### src/rtl/sseg_scan_mux.sv
// ---------------------------------------------------------------------------
// sseg_scan_mux
//
// Multiplexed seven-segment scan driver for NUM_DIGITS common-anode digits.
// Each digit gets a time slot of SLOT_TICKS clocks, scanned highest digit
// first.
//
// Each slot begins with BLANK_TICKS clocks with every anode off. This guard
// stops the previous digit's pattern from ghosting onto the next digit.
//
// The digit code for a whole frame is sampled into a shadow register at the
// start of the frame. All digits in one frame therefore come from the same
// indata snapshot.
//
// Per-digit blanking, blinking and a 3-bit PWM brightness gate the anode
// enable. These controls are not shadowed.
//
// Ports:
//   clk         system clock
//   reset       synchronous, active-high reset
//   indata      4*NUM_DIGITS digit codes, nibble i drives digit i
//   mode        0 = traffic-light glyph decode, 1 = hexadecimal decode
//   blank_mask  1 = digit always dark
//   blink_mask  1 = digit blinks at BLINK_HZ
//   brightness  PWM level, 7 = full on, 0 = 1/8 duty
//   sseg        active-low segments {dp,g,f,e,d,c,b,a}, registered
//   an          active-low anodes, registered, at most one bit low
//   frame_tick  one-cycle pulse after each completed frame
// ---------------------------------------------------------------------------
module sseg_scan_mux #(
    parameter int NUM_DIGITS  = 4,
    parameter int CLK_FREQ_HZ = 100000000,
    parameter int REFRESH_HZ  = 75,
    parameter int BLINK_HZ    = 2,
    parameter int BLANK_TICKS = 16
) (
    input  logic                      clk,
    input  logic                      reset,
    input  logic [4*NUM_DIGITS-1:0]   indata,
    input  logic                      mode,
    input  logic [NUM_DIGITS-1:0]     blank_mask,
    input  logic [NUM_DIGITS-1:0]     blink_mask,
    input  logic [2:0]                brightness,
    output logic [7:0]                sseg,
    output logic [NUM_DIGITS-1:0]     an,
    output logic                      frame_tick
);

    localparam int SLOT_TICKS = CLK_FREQ_HZ / (REFRESH_HZ * NUM_DIGITS);
    localparam int BLINK_HALF = CLK_FREQ_HZ / (2 * BLINK_HZ);
    localparam int SLOT_W     = (SLOT_TICKS > 1) ? $clog2(SLOT_TICKS) : 1;
    localparam int IDX_W      = (NUM_DIGITS > 1) ? $clog2(NUM_DIGITS) : 1;
    localparam int BLINK_W    = (BLINK_HALF > 1) ? $clog2(BLINK_HALF) : 1;

    localparam logic [SLOT_W-1:0]  SLOT_LAST  = SLOT_W'(SLOT_TICKS - 1);
    localparam logic [SLOT_W-1:0]  GUARD_END  = SLOT_W'(BLANK_TICKS);
    localparam logic [IDX_W-1:0]   IDX_TOP    = IDX_W'(NUM_DIGITS - 1);
    localparam logic [BLINK_W-1:0] BLINK_LAST = BLINK_W'(BLINK_HALF - 1);

    // ------------------------------------------------------------------
    // State
    // ------------------------------------------------------------------
    logic [SLOT_W-1:0]       r_slot_cnt;
    logic [IDX_W-1:0]        r_idx;
    logic [2:0]              r_pwm_cnt;
    logic [BLINK_W-1:0]      r_blink_cnt;
    logic                    r_blink_phase;   // 1 = blinking digits hidden
    logic [4*NUM_DIGITS-1:0] r_shadow;
    logic [7:0]              r_sseg;
    logic [NUM_DIGITS-1:0]   r_an;
    logic                    r_frame_tick;

    // ------------------------------------------------------------------
    // Combinational helpers
    // ------------------------------------------------------------------
    logic                    w_slot_end;
    logic                    w_frame_start;
    logic                    w_en;
    logic [3:0]              w_nib [NUM_DIGITS];
    logic [NUM_DIGITS-1:0]   w_sel;           // one-hot, 1 = current digit
    logic [7:0]              w_glyph;

    // Slice the shadow into per-digit nibbles and build the one-hot digit
    // select. Both are indexed later by r_idx.
    generate
        for (genvar gi = 0; gi < NUM_DIGITS; gi++) begin : g_digit
            assign w_nib[gi] = r_shadow[4*gi +: 4];
            assign w_sel[gi] = (r_idx == IDX_W'(gi));
        end
    endgenerate

    assign w_slot_end    = (r_slot_cnt == SLOT_LAST);
    assign w_frame_start = (r_slot_cnt == '0) && (r_idx == IDX_TOP);

    // The guard interval, masks and PWM all gate a single enable.
    // The anode register is therefore either all ones or exactly one low bit.
    assign w_en = (r_slot_cnt >= GUARD_END)
                & ~|(blank_mask & w_sel)
                & ~(|(blink_mask & w_sel) & r_blink_phase)
                & (r_pwm_cnt <= brightness);

    function automatic logic [7:0] f_glyph(input logic [3:0] nib,
                                           input logic       hex_mode);
        logic [7:0] g;
        g = 8'hFF;
        if (hex_mode) begin
            case (nib)
                4'h0: g = 8'hC0;
                4'h1: g = 8'hF9;
                4'h2: g = 8'hA4;
                4'h3: g = 8'hB0;
                4'h4: g = 8'h99;
                4'h5: g = 8'h92;
                4'h6: g = 8'h82;
                4'h7: g = 8'hF8;
                4'h8: g = 8'h80;
                4'h9: g = 8'h90;
                4'hA: g = 8'h88;
                4'hB: g = 8'h83;
                4'hC: g = 8'hC6;
                4'hD: g = 8'hA1;
                4'hE: g = 8'h86;
                default: g = 8'h8E;
            endcase
        end else begin
            // Traffic glyphs: green / yellow / red bars plus left-arrow
            // variants; anything else is dark.
            case (nib)
                4'h0: g = 8'hF7;
                4'h1: g = 8'hBF;
                4'h2: g = 8'hFE;
                4'h3: g = 8'hEE;
                4'h4: g = 8'hDE;
                default: g = 8'hFF;
            endcase
        end
        return g;
    endfunction

    always_comb begin
        w_glyph = f_glyph(w_nib[r_idx], mode);
    end

    // ------------------------------------------------------------------
    // Counters, shadow and registered outputs
    // ------------------------------------------------------------------
    always_ff @(posedge clk) begin
        if (reset) begin
            r_slot_cnt    <= '0;
            r_idx         <= IDX_TOP;
            r_pwm_cnt     <= '0;
            r_blink_cnt   <= '0;
            r_blink_phase <= 1'b0;
            r_shadow      <= '0;
            r_sseg        <= 8'hFF;
            r_an          <= '1;
            r_frame_tick  <= 1'b0;
        end else begin
            r_pwm_cnt <= r_pwm_cnt + 3'd1;

            if (w_slot_end) begin
                r_slot_cnt <= '0;
                r_idx      <= (r_idx == '0) ? IDX_TOP : r_idx - IDX_W'(1);
            end else begin
                r_slot_cnt <= r_slot_cnt + SLOT_W'(1);
            end

            if (r_blink_cnt == BLINK_LAST) begin
                r_blink_cnt   <= '0;
                r_blink_phase <= ~r_blink_phase;
            end else begin
                r_blink_cnt <= r_blink_cnt + BLINK_W'(1);
            end

            if (w_frame_start) begin
                r_shadow <= indata;
            end

            r_frame_tick <= w_slot_end && (r_idx == '0);

            if (w_en) begin
                r_an   <= ~w_sel;
                r_sseg <= w_glyph;
            end else begin
                r_an   <= '1;
                r_sseg <= 8'hFF;
            end
        end
    end

    assign sseg       = r_sseg;
    assign an         = r_an;
    assign frame_tick = r_frame_tick;

endmodule

### config.mk
export PLATFORM = sky130hd
export DESIGN_NAME = sseg_scan_mux
export DESIGN_NICKNAME = d
export VERILOG_FILES = /design/src/rtl/sseg_scan_mux.sv
export SDC_FILE = /design/constraint.sdc
export NUM_CORES = 1
export LEC_CHECK = 0
export BUFFER_PORTS_ARGS = -buffer_cell sky130_fd_sc_hd__buf_2
export CAP_MARGIN = 20
export CORE_UTILIZATION = 40
export CTS_BUF_LIST = sky130_fd_sc_hd__clkbuf_4 sky130_fd_sc_hd__clkbuf_8
export DETAILED_ROUTE_END_ITERATION = 10
export RECOVER_POWER = 25
export SKIP_CTS_REPAIR_TIMING = 1
export SLEW_MARGIN = 20
export SYNTH_ARGS = -nofsm -noshare
export SYNTH_HDL_FRONTEND = slang
export SYNTH_SLANG_ARGS = --single-unit
export TNS_END_PERCENT = 30
### constraint.sdc
create_clock -name clk -period 4.9 [get_ports clk]
set_input_delay 0.49 -clock clk [delete_from_list [all_inputs] [get_ports clk]]
set_output_delay 0.49 -clock clk [all_outputs]
set_load 0.05 [all_outputs]
# Word level (Yosys, flattened, before mapping)
# Memory sizes are Yosys's and may differ from the RTL's.
# Cells that the tools add are included.
totals:
  reg_bits: 79
  rom_bits: 112
  input_bits: 30
  output_inout_bits: 13
  word_cells: 54
  mem_count: 1
op_classes:
  add_sub_neg: 4
  n_lt_le_gt_ge: 3
  n_eq_ne: 9
  mux: 6
  bitwise_logic: 11
  n_reduce_logical: 11
memory_table:
  columns: ["memory", "depth", "word_bits", "rd", "rd_ports_with_merged_regs", "wr", "line_no", "text"]
  rows:
  - ["(name not given)", 16, 7, 1, 0, 0, "107", "case (nib)"]
ops:
  columns: ["operator", "n"]
  rows:
  - ["7-bit case mux with 5 select lines", 1]
  - ["25-bit by 1-bit adder with 25-bit output, second input constant", 1]
  - ["25-bit equality test, second input constant", 1]
  - ["19-bit by 1-bit adder with 19-bit output, second input constant", 1]
  - ["19-bit equality test, second input constant", 1]
  - ["19-bit by 5-bit >= comparator with 1-bit output, second input constant", 1]
  - ["19-bit zero test", 1]
  - ["4-bit bitwise AND", 2]
  - ["4-bit binary-select mux with 2-bit select", 1]
  - ["4-bit by 2-bit equality test with 1-bit output, second input constant", 2]
  - ["4-bit two-way mux", 2]
  - ["8-bit two-way mux", 1]
  - ["4-bit OR reduction", 2]
  - ["2-bit OR reduction", 3]
  - ["1-bit bitwise AND", 4]
  - ["2-bit equality test, second input constant", 2]
  - ["4-bit by 1-bit equality test with 1-bit output, second input constant", 1]
  - ["4-bit by 3-bit equality test with 1-bit output, second input constant", 1]
  - ["4-bit zero test", 1]
  - ["4-bit NOT", 1]
  - ["3-bit by 1-bit adder with 3-bit output, second input constant", 1]
  - ["3-bit >= comparator, second input constant", 1]
  - ["3-bit <= comparator", 1]
  - ["1-bit NOT", 3]
  - ["other kinds (7)", 8]

# Logic depth before layout (Yosys ltp)
# Gate-level depths: netlist of the first run.
depth:
  word_depth: 9
  depth_mapped: 9
  mapped_depth_nobuf: 8

# Least setup slack after synthesis of the first run
# Ideal clock, no wire load.
synth_path:
  path_kind: "register to register"
  startpoint: "reg r_idx[1]"
  endpoint: "reg r_sseg[3], in the netlist sseg[3]"
  setup_ns: 0.138
  t_arrival_ns: 1.984
  required_time_ns: 4.762
  slack_ns: 2.779
  path_stages_with_launch: 7
  n_path_buf: 1
  synth_period_minus_slack_ns: 2.121
  path_cell_list: "dfxtp_1 -> buf_6 -> mux4_2 -> ha_1 -> or3_4 -> nor4b_2 -> o211ai_1"
synth_between:
  elab_chain_len: 9
  elab_cells_between_ends: 28
  cone_classes: "eq/ne: 7; mux: 5; bitwise: 9; reduce/logical: 6; memory: 1"
synth_rtl:
  columns: ["element", "line_no", "text"]
  rows:
  - ["start, declared", "64", "logic [IDX_W-1:0] r_idx;"]
  - ["start signal, assigned", "163", "r_idx <= (r_idx == '0) ? IDX_TOP : r_idx - IDX_W'(1);"]
  - ["branches (longest 9 deep; another with memory 16 x 7 bit)", null, null]
  - ["end signal, assigned", "183", "r_sseg <= w_glyph;"]
  - ["end, declared", "69", "logic [7:0] r_sseg;"]
# Several ways; the timed one is not identified. The select of a mux whose other input is x is not followed.
# A chain may end at the register's enable or synchronous reset.

# Final worst setup path of the first run
layout_path:
  startpoint: "reg r_idx[1]"
  endpoint: "reg r_sseg[2], in the netlist sseg[2]"
# Same word-level chain as after synthesis.

==> impl_metrics.env, run 1 <==
export IMPL_status="finished, violations left"
export IMPL_violations="design-rule violations"
export IMPL_switchingPower_uw=311
export IMPL_setup_tns_ns=0
export IMPL_fillers=885
export IMPL_critPathCaptureType="flip-flop"
export IMPL_worstHoldStart="indata[2]"
export IMPL_drt_iter0_drc=100
export IMPL_start_util=0.418
export IMPL_ir_worst_vdd_mv=0.126
export IMPL_yosys_area_top_type_share=0.424
export IMPL_die_area_um2=9590
export IMPL_gp_congestion=0.761
export IMPL_layout_nets=509
export IMPL_maxSlewViolCount=0
export IMPL_synthTopCellsByArea="dfxtp_1 42%, nor2_1 6.5%, nand2_1 6.1%"
export IMPL_cts_buffer_depth=2
export IMPL_min_period_ns=2.33
export IMPL_viasPerCell=5.06
export IMPL_finalHoldViolCount=0
export IMPL_power_density_nw_per_um2=317
export IMPL_firstDrtPassIters=9
export IMPL_critPathTopFamily="simple AND/OR/NAND/NOR gates"
export IMPL_slowest_delay_ns=0.58
export IMPL_reg2reg_depth=7
export IMPL_syn_area_um2=3680
export IMPL_die_w_um=97.9
export IMPL_track_usage=0.159
export IMPL_worstPathRequired_ns=5.09
export IMPL_p_clk_frac=0.397
export IMPL_synthCells=431
export IMPL_rows=34
export IMPL_crit_path_cell_trace="inv_1 > ha_1 > a22o_1 > a22oi_1 > nand3_1 > nor3_2 > o2111ai_1"
export IMPL_slew_headroom=0.256
export IMPL_hpwl_um=4990
export IMPL_grtUsageMet3=0.0301
export IMPL_synth_fp_nets=477
export IMPL_async_reset_ff_frac=0
export IMPL_synth_edf_count=0
export IMPL_grt_overflow=0
export IMPL_grt_max_degree=27
export IMPL_wire_per_inst_um=12.2
export IMPL_worst_slack_ns=2.57
export IMPL_vias=2909
export IMPL_synth_seq_cells=78
export IMPL_leakage_nw=1.57
export IMPL_ant_nets=0
export IMPL_start_kind="flip-flop"
export IMPL_dp_worst_setup_slack_ns=2.15
export IMPL_yosys_warnings=0
export IMPL_core_area_um2=8810
export IMPL_clk_latency_ns=0.35
export IMPL_r2r_start="r_idx[1]"
export IMPL_whs_ns=0.372
export IMPL_pwr_share_seq=0.510
export IMPL_syn2layout_area_growth_pct=11.5
export IMPL_crit_type="flip-flop to flip-flop"
export IMPL_worst_path_max_fanout=11
export IMPL_grt_util_met2=0.271
export IMPL_htreeDepth=3
export IMPL_timing_rr_end="sseg[2]"
export IMPL_ios=43
export IMPL_grt_use_met1=0.192
export IMPL_stdcell_area_um2=4100
export IMPL_yosys_area_top_type="dfxtp_1"
export IMPL_clk_pin_slew_ns=0.08
export IMPL_holdPathStages=3
export IMPL_fin_crit_sh=0.476
export IMPL_switching_share=0.239
export IMPL_placedInstanceArea_um2=3910
export IMPL_yosysSeqAreaShare=0.424
export IMPL_first_global_vias=2847
export IMPL_cts_sinks=78
export IMPL_path_buf_inv=1
export IMPL_critPathArrivalTime_ns=2.53
export IMPL_drc_errors=6
export IMPL_worst_slew_pin_slew_ns=1.12
export IMPL_io_buffers=41
export IMPL_rrSetupSlack_ns=2.57
export IMPL_ys_types=48
export IMPL_drv_cap=0
export IMPL_clock_root_buffer="clkbuf_8"
export IMPL_worstHoldPathType="input port to flip-flop"
export IMPL_cts_tree="built"
export IMPL_finClkSkew_ns=0.0109
export IMPL_p_int_uw=990
export IMPL_fp_dieH_um=97.9
export IMPL_grt_busiest_layer="met2"
export IMPL_combPwrFrac=0.093
export IMPL_ys_flop_type="dfxtp_1"
export IMPL_routed_wl_um=7000
export IMPL_slowest_stage="nor3_2"
export IMPL_final_setup_viol_count=0
export IMPL_grt_pass1_wl_um=12400
export IMPL_syn_avg_cell_area_um2=8.54
export IMPL_drive_above_1_share=0.118
export IMPL_hold_path_end="r_shadow[2]"
export IMPL_n_antenna_cell=0
export IMPL_antenna_found_initial=0
export IMPL_fmax_mhz=429
export IMPL_cts_buffers=9
export IMPL_rsz0062_at_grt="false"
cells in the final DEF, fill, tap and decap left out, types with 2 or more instances in the layout:
master     netlist  final
nor4_1          12     12
inv_1           19     19
nor3_1          10      9
mux4_2           4      4
xnor2_1         25     25
and3_1           4      4
o211ai_1         2      2
nor2b_1          4      4
clkinv_2         0      3
clkbuf_8         0      9
nor2_1          64     64
and4_1           3      3
nor4b_2          2      2
bufinv_16        0      2
buf_2            5     28
a22o_1           2      2
nand3b_1         3      3
ha_1            16     16
nor3_2           1      2
mux2_2           2      2
clkbuf_1        10     13
dfxtp_1         78     78
a21o_1           2      2
o21ai_0          7      7
o21bai_1         3      3
or3_1            2      2
nand2_1         60     60
nand3_1         22     22
a21oi_1         18     18
nand4_1         11     11
xor2_1          17     17
cell families (layout without fill, tap and decap cells):
group | after synthesis | after routing | share of synthesized area
buf+inv | 39 | 75 | 0.0496
mux | 7 | 7 | 0.0333
compound gates | 42 | 42 | 0.0714
simple gates | 206 | 206 | 0.266
flops | 78 | 78 | 0.424
xor+xnor | 42 | 42 | 0.100
fa+ha+maj | 16 | 16 | 0.0544
other cells | 1 | 1 | 0.00102
power groups by stage:
stage               Clock (mW)  Combinational (mW)  Sequential, mW
finish                   0.516               0.121           0.664
global route             0.559               0.140           0.666
CTS                      0.528               0.123           0.664
detailed placement           0               0.123           0.679
global placement             0               0.120           0.679
floorplan                    0              0.0981           0.674
area by class of cell:
cell class / instances / area (um2) / share of cell area
well taps: 108 / 135 / 0.0329
multi-input cells: 314 / 1940 / 0.473
inverters: 19 / 71.3 / 0.0174
clock inverters: 5 / 75.1 / 0.0183
clock buffers: 10 / 131 / 0.0320
flip-flops and latches: 78 / 1560 / 0.380
repair buffers: 41 / 189 / 0.0460
state kept, by name (all words and copies together) (netlist names):
signal,flops
r_pwm_cnt,3
r_blink_phase,1
r_shadow,16
r_blink_cnt,25
frame_tick,1
sseg,7
r_slot_cnt,19
r_idx,2
an,4
worst register-to-register path, stage by stage, from the launching register on:
cell and delay (ns):
dfxtp_1 0.53, inv_1 0.14, ha_1 0.24, a22o_1 0.21, a22oi_1 0.18, nand3_1 0.11
nor3_2 0.58, o2111ai_1 0.20
per-layer routing:
layer,part of all wire,vias up
met5,0,-
met1,0.48,1338
met2,0.47,42
li1,-,1516
met4,0.019,0
met3,0.036,13
how the worst max path moves through the flow:
stage	from	to	cells past startpoint
final	r_idx[1]	sseg[2]	7
after global routing	r_idx[1]	sseg[2]	7
after floorplan	r_idx[1]	sseg[3]	6
after global placement	r_idx[1]	sseg[2]	7
after detailed placement	r_idx[1]	sseg[2]	7
after CTS	r_idx[1]	sseg[2]	7
Yosys cell counts (11+ instances only):
cell type,n
a21oi_1,18
nor2_1,64
inv_1,19
xor2_1,17
xnor2_1,25
nor4_1,12
nand2_1,60
dfxtp_1,78
nand4_1,11
nand3_1,22
ha_1,16
per-stage QoR:
stage | power [mW] | cells | util
detailed placement | 0.801 | 560 | 0.444
global route | 1.36 | 575 | 0.466
floorplan | 0.772 | 431 | -
global placement | 0.799 | 560 | 0.444
CTS | 1.32 | 575 | 0.467
finish | 1.30 | 575 | 0.466
Note: power is estimated with default switching activity, not from simulation.
==> inputs of run 2 (changes only) <==
==> constraint.sdc (replaced) <==
create_clock -name clk -period 2.05 [get_ports clk]
set_input_delay 0.205 -clock clk [delete_from_list [all_inputs] [get_ports clk]]
set_output_delay 0.205 -clock clk [all_outputs]
set_load 0.05 [all_outputs]
==> impl_metrics.env, run 2 (synthesis gave the netlist of run 1 again) <==
export IMPL_status="finished, violations left"
export IMPL_violations="design-rule violations"
export IMPL_min_period_ns=1.97
export IMPL_cts_sinks=78
export IMPL_ios=43
export IMPL_worstPathRequired_ns=2.28
export IMPL_finalHoldViolCount=0
export IMPL_largest_reg_flops=25
export IMPL_power_density_nw_per_um2=731
export IMPL_start_util=0.418
export IMPL_ir_worst_vdd_mv=0.471
export IMPL_viasPerCell=5.01
export IMPL_drv_cap=0
export IMPL_max_flop_register="r_blink_cnt"
export IMPL_reg2reg_depth=5
export IMPL_worst_slew_pin_slew_ns=0.627
export IMPL_leakage_nw=1.66
export IMPL_post_route_util=0.487
export IMPL_switching_share=0.235
export IMPL_htreeDepth=3
export IMPL_whs_ns=0.111
export IMPL_finClkSkew_ns=0.0115
export IMPL_critPathCapture="sseg[3]"
export IMPL_wire_per_inst_um=12.0
export IMPL_holdPathStages=3
export IMPL_slew_headroom=0.583
export IMPL_cts_buffer_depth=2
export IMPL_rows=34
export IMPL_n_antenna_cell=0
export IMPL_clk_latency_ns=0.34
export IMPL_rsz0062_at_grt="true"
export IMPL_start_kind="flip-flop"
export IMPL_worstHoldPathType="input port to flip-flop"
export IMPL_p_clk_frac=0.392
export IMPL_critPathArrivalTime_ns=2.20
export IMPL_clock_root_buffer="clkbuf_8"
export IMPL_worst_path_max_fanout=6
export IMPL_cts_buffers=9
export IMPL_critPathCaptureType="flip-flop"
export IMPL_slowest_stage="mux4_2"
export IMPL_antenna_found_initial=0
export IMPL_crit_type="flip-flop to flip-flop"
export IMPL_slowest_delay_ns=0.58
export IMPL_firstDrtPassIters=7
export IMPL_fp_dieH_um=97.9
export IMPL_mostFrequentLayoutCell="dfxtp_1"
export IMPL_setup_tns_ns=0
export IMPL_first_global_vias=2855
export IMPL_io_buffers=41
export IMPL_ant_nets=0
export IMPL_path_buf_inv=0
export IMPL_gp_congestion=0.872
export IMPL_layout_nets=527
export IMPL_crit_start="r_idx[1]"
export IMPL_syn2layout_area_growth_pct=16.7
export IMPL_die_w_um=97.9
export IMPL_grt_max_degree=26
export IMPL_final_setup_viol_count=0
export IMPL_die_area_um2=9590
export IMPL_clk_pin_slew_ns=0.08
export IMPL_cts_tree="built"
export IMPL_fmax_mhz=507
export IMPL_switchingPower_uw=736
export IMPL_p_int_mw=2.40
export IMPL_critPathTopFamily="simple AND/OR/NAND/NOR gates"
export IMPL_drt_iter0_drc=120
export IMPL_core_area_um2=8810
export IMPL_fin_crit_sh=0.963
export IMPL_drive_above_1_share=0.169
export IMPL_pwr_share_seq=0.505
export IMPL_vias=2976
export IMPL_combPwrFrac=0.103
export IMPL_drc_errors=4
export IMPL_top_regs="r_blink_cnt x25, r_slot_cnt x19, r_shadow x16"
export IMPL_cp_num_cells=5
export IMPL_crit_path_cell_trace="mux4_2 > ha_4 > or3_4 > nor4b_2 > o211ai_1"
export IMPL_timing_rr_end="sseg[3]"
export IMPL_grt_pass1_wl_um=12500
export IMPL_rrSetupSlack_ns=0.08
export IMPL_final_cell_mix="76 x dfxtp_1, 64 x nor2_1, 60 x nand2_1, 29 x buf_2, 25 x xnor2_1"
export IMPL_hpwl_um=5200
export IMPL_maxSlewViolCount=0
export IMPL_routed_wl_um=7150
export IMPL_track_usage=0.159
export IMPL_r2r_start="r_idx[1]"
export IMPL_grt_overflow=0
run 2: changes by cell type in the layout (fill, tap and decap cells not counted), moves of 2 or more:
cell     before  now
buf_4         0   16
dfxtp_1      78   76
ha_1         16   14
nor4_1       12   10
nor4_2        0    2
run 2: metal layers:
layer	vias to the layer above	part of all wire	routed length, um	GRT usage
met5	-	0	0	0
met4	0	0.0080	57	0.0420
met3	5	0.039	276	0.0408
met2	45	0.49	3480	0.286
met1	1376	0.47	3340	0.187
li1	1550	-	-	-
run 2: power by group through the flow:
stage | clock [mW] | sequential [mW] | combinational, mW
after global placement | 0 | 1.62 | 0.310
after CTS | 1.28 | 1.58 | 0.320
after floorplan | 0 | 1.61 | 0.237
after detailed placement | 0 | 1.62 | 0.318
final | 1.23 | 1.58 | 0.322
after global routing | 1.34 | 1.59 | 0.368
run 2: worst min path at each step:
stage,from,to,slack (ns)
6_report,indata[10],r_shadow[10],0.11
5_1_grt,indata[10],r_shadow[10],0.10
4_1_cts,indata[3],r_shadow[3],0.09
3_5_place_dp,r_pwm_cnt[0],r_pwm_cnt[0],0.44
3_3_place_gp,r_blink_cnt[0],r_blink_cnt[0],0.43
2_1_floorplan,indata[0],r_shadow[0],0.35
run 2: worst reg2reg max path, cell delays in order (launching register included):
cell	delay (ns)
dfxtp_4	0.39
mux4_2	0.58
ha_4	0.19
or3_4	0.39
nor4b_2	0.21
o211ai_1	0.10
run 2: area by class of cell:
cell class              count  area, um2
fillers                   854       4510
multi-input cells         314       1960
flip-flops and latches     78       1570
repair buffers             59        338
well taps                 108        135
clock buffers              10        131
clock inverters             6       86.3
inverters                  19       71.3
run 2: metrics by stage:
step | worst slack (ns) | cells | area [um2] | total power, mW
after CTS | 0.0316 | 593 | 4280 | 3.18
after floorplan | 0.0325 | 431 | 3690 | 1.85
final | 0.0766 | 594 | 4290 | 3.14
after detailed placement | 0.0306 | 577 | 4060 | 1.94
after global placement | 0.0585 | 577 | 4060 | 1.93
after global routing | -0.00948 | 594 | 4290 | 3.29
==> inputs of run 3 (changes only) <==
--- a/config.mk
+++ b/config.mk
@@ -7,9 +7,11 @@
 export LEC_CHECK = 0
 export BUFFER_PORTS_ARGS = -buffer_cell sky130_fd_sc_hd__buf_2
 export CAP_MARGIN = 20
+export CORE_ASPECT_RATIO = 1.5
 export CORE_UTILIZATION = 40
 export CTS_BUF_LIST = sky130_fd_sc_hd__clkbuf_4 sky130_fd_sc_hd__clkbuf_8
 export DETAILED_ROUTE_END_ITERATION = 10
+export PLACE_DENSITY = 0.71
 export RECOVER_POWER = 25
 export SKIP_CTS_REPAIR_TIMING = 1
 export SLEW_MARGIN = 20
==> impl_metrics.env, run 3 (synthesis gave the netlist of run 1 again) <==
export IMPL_status="complete, no violations"
export IMPL_worstPathRequired_ns=2.29
export IMPL_critPathArrivalTime_ns=2.23
export IMPL_maxSlewViolCount=0
export IMPL_n_antenna_cell=0
export IMPL_cts_sinks=78
export IMPL_grt_pass1_wl_um=12300
export IMPL_mostFrequentLayoutCell="dfxtp_1"
export IMPL_drc_errors=0
export IMPL_viasPerCell=5.14
export IMPL_io_buffers=41
export IMPL_max_flop_register="r_blink_cnt"
export IMPL_gp_congestion=0.844
export IMPL_syn2layout_area_growth_pct=15.7
export IMPL_slowest_delay_ns=0.58
export IMPL_largest_reg_flops=25
export IMPL_ios=43
export IMPL_fmax_mhz=503
export IMPL_grt_use_met1=0.172
export IMPL_drv_cap=0
export IMPL_first_global_vias=2904
export IMPL_critPathCaptureType="flip-flop"
export IMPL_critPathTopFamily="simple AND/OR/NAND/NOR gates"
export IMPL_core_area_um2=8880
export IMPL_grt_max_degree=26
export IMPL_final_setup_viol_count=0
export IMPL_grt_overflow=0
export IMPL_firstDrtPassIters=6
export IMPL_ir_worst_vdd_mv=0.346
export IMPL_slew_headroom=0.600
export IMPL_worst_slew_pin_slew_ns=0.603
export IMPL_clk_latency_ns=0.35
export IMPL_ant_nets=0
export IMPL_cts_buffer_depth=2
export IMPL_antenna_found_initial=0
export IMPL_grt_busiest_layer="met2"
export IMPL_multi_input_area_um2=1970
export IMPL_track_usage=0.163
export IMPL_placedInstanceArea_um2=4060
export IMPL_min_period_ns=1.99
export IMPL_post_route_util=0.480
export IMPL_top_regs="r_blink_cnt x25, r_slot_cnt x19, r_shadow x16"
export IMPL_start_kind="flip-flop"
export IMPL_grtUsageMet3=0.0391
export IMPL_cts_tree="built"
export IMPL_vias=3047
export IMPL_layout_nets=525
export IMPL_rsz0062_at_grt="true"
export IMPL_start_util=0.414
export IMPL_finClkSkew_ns=0.00918
export IMPL_crit_type="flip-flop to flip-flop"
export IMPL_die_w_um=80.3
export IMPL_slowest_stage="mux4_2"
export IMPL_drive_above_1_share=0.161
export IMPL_worstHoldPathType="input port to flip-flop"
export IMPL_finalHoldViolCount=0
export IMPL_power_density_nw_per_um2=703
export IMPL_die_area_um2=9600
export IMPL_crit_path_cell_trace="mux4_2 > ha_4 > or3_4 > nor3_1 > o21ai_0"
export IMPL_drt_iter0_drc=123
export IMPL_clock_root_buffer="clkbuf_8"
export IMPL_wire_per_inst_um=12.4
export IMPL_fillers=884
export IMPL_rows=42
export IMPL_leakage_nw=1.64
export IMPL_path_buf_inv=0
export IMPL_hpwl_um=5360
export IMPL_htreeDepth=3
export IMPL_stdcell_area_um2=4260
export IMPL_cts_buffers=9
export IMPL_fp_dieH_um=119
export IMPL_grt_util_met2=0.296
export IMPL_seq_area_um2=1570
export IMPL_clk_pin_slew_ns=0.08
export IMPL_worst_path_max_fanout=5
export IMPL_final_cell_mix="76 x dfxtp_1, 64 x nor2_1, 60 x nand2_1, 29 x buf_2, 25 x xnor2_1"
export IMPL_fin_crit_sh=0.969
export IMPL_routed_wl_um=7360
==> run 3: changes by cell type in the layout (fill, tap and decap cells not counted), sizes merged <==
cell and change:
clkbuf +4, buf -2, bufinv -2, clkinv -2
clkinvlp -1
==> run 3: worst paths after layout <==
kind                       start              to  slack, ns  cells after the start
hold / removal         indata[1]     r_shadow[1]        0.1                      3
setup reg to reg        r_idx[1]         sseg[4]       0.06                      5
setup / recovery        r_idx[1]         sseg[4]       0.06                      5
hold reg to reg   r_blink_cnt[0]  r_blink_cnt[0]       0.45                      1
==> run 3: cell type report <==
class | instances | area share
Timing Repair Buffer | 57 | 0.0787
Sequential cell | 78 | 0.368
Clock inverter | 1 | 0.00118
Clock buffer | 14 | 0.0408
Multi-Input combinational cell | 314 | 0.462
Inverter | 19 | 0.0173
Tap cell | 110 | 0.0323
==> run 3: worst min-delay path: cells and delay by family <==
family	cells	cell delay [ns]
AOI/OAI and AO/OA	1	0.05
buffers and inverters	1	0.10
and+or+nand+nor	1	0.05
==> run 3: power breakdown <==
part	leakage [nW]	internal, mW	total, mW	switching (mW)
logic	0.914	0.154	0.337	0.183
clock network	0.0968	0.540	1.07	0.533
registers	0.633	1.56	1.58	0.0274
==> run 3: per-layer routing <==
layer / wire length, um / up-vias
li1: - / 1544
met1: 3040 / 1428
met2: 3890 / 62
met3: 282 / 13
met4: 151 / 0
met5: 0 / -
==> run 3: stage by stage <==
stage,setup slack (ns),TNS [ns],total power [mW],hold slack [ns],instances
final,0.0632,0,2.99,0.0974,593
after global routing,-0.0159,-0.0237,3.12,0.0873,593
after CTS,0.0406,0,3.01,0.0757,592
after detailed placement,0.0510,0,1.94,0.439,577
after global placement,0.0817,0,1.93,0.423,577
after floorplan,0.0325,0,1.85,0.345,431
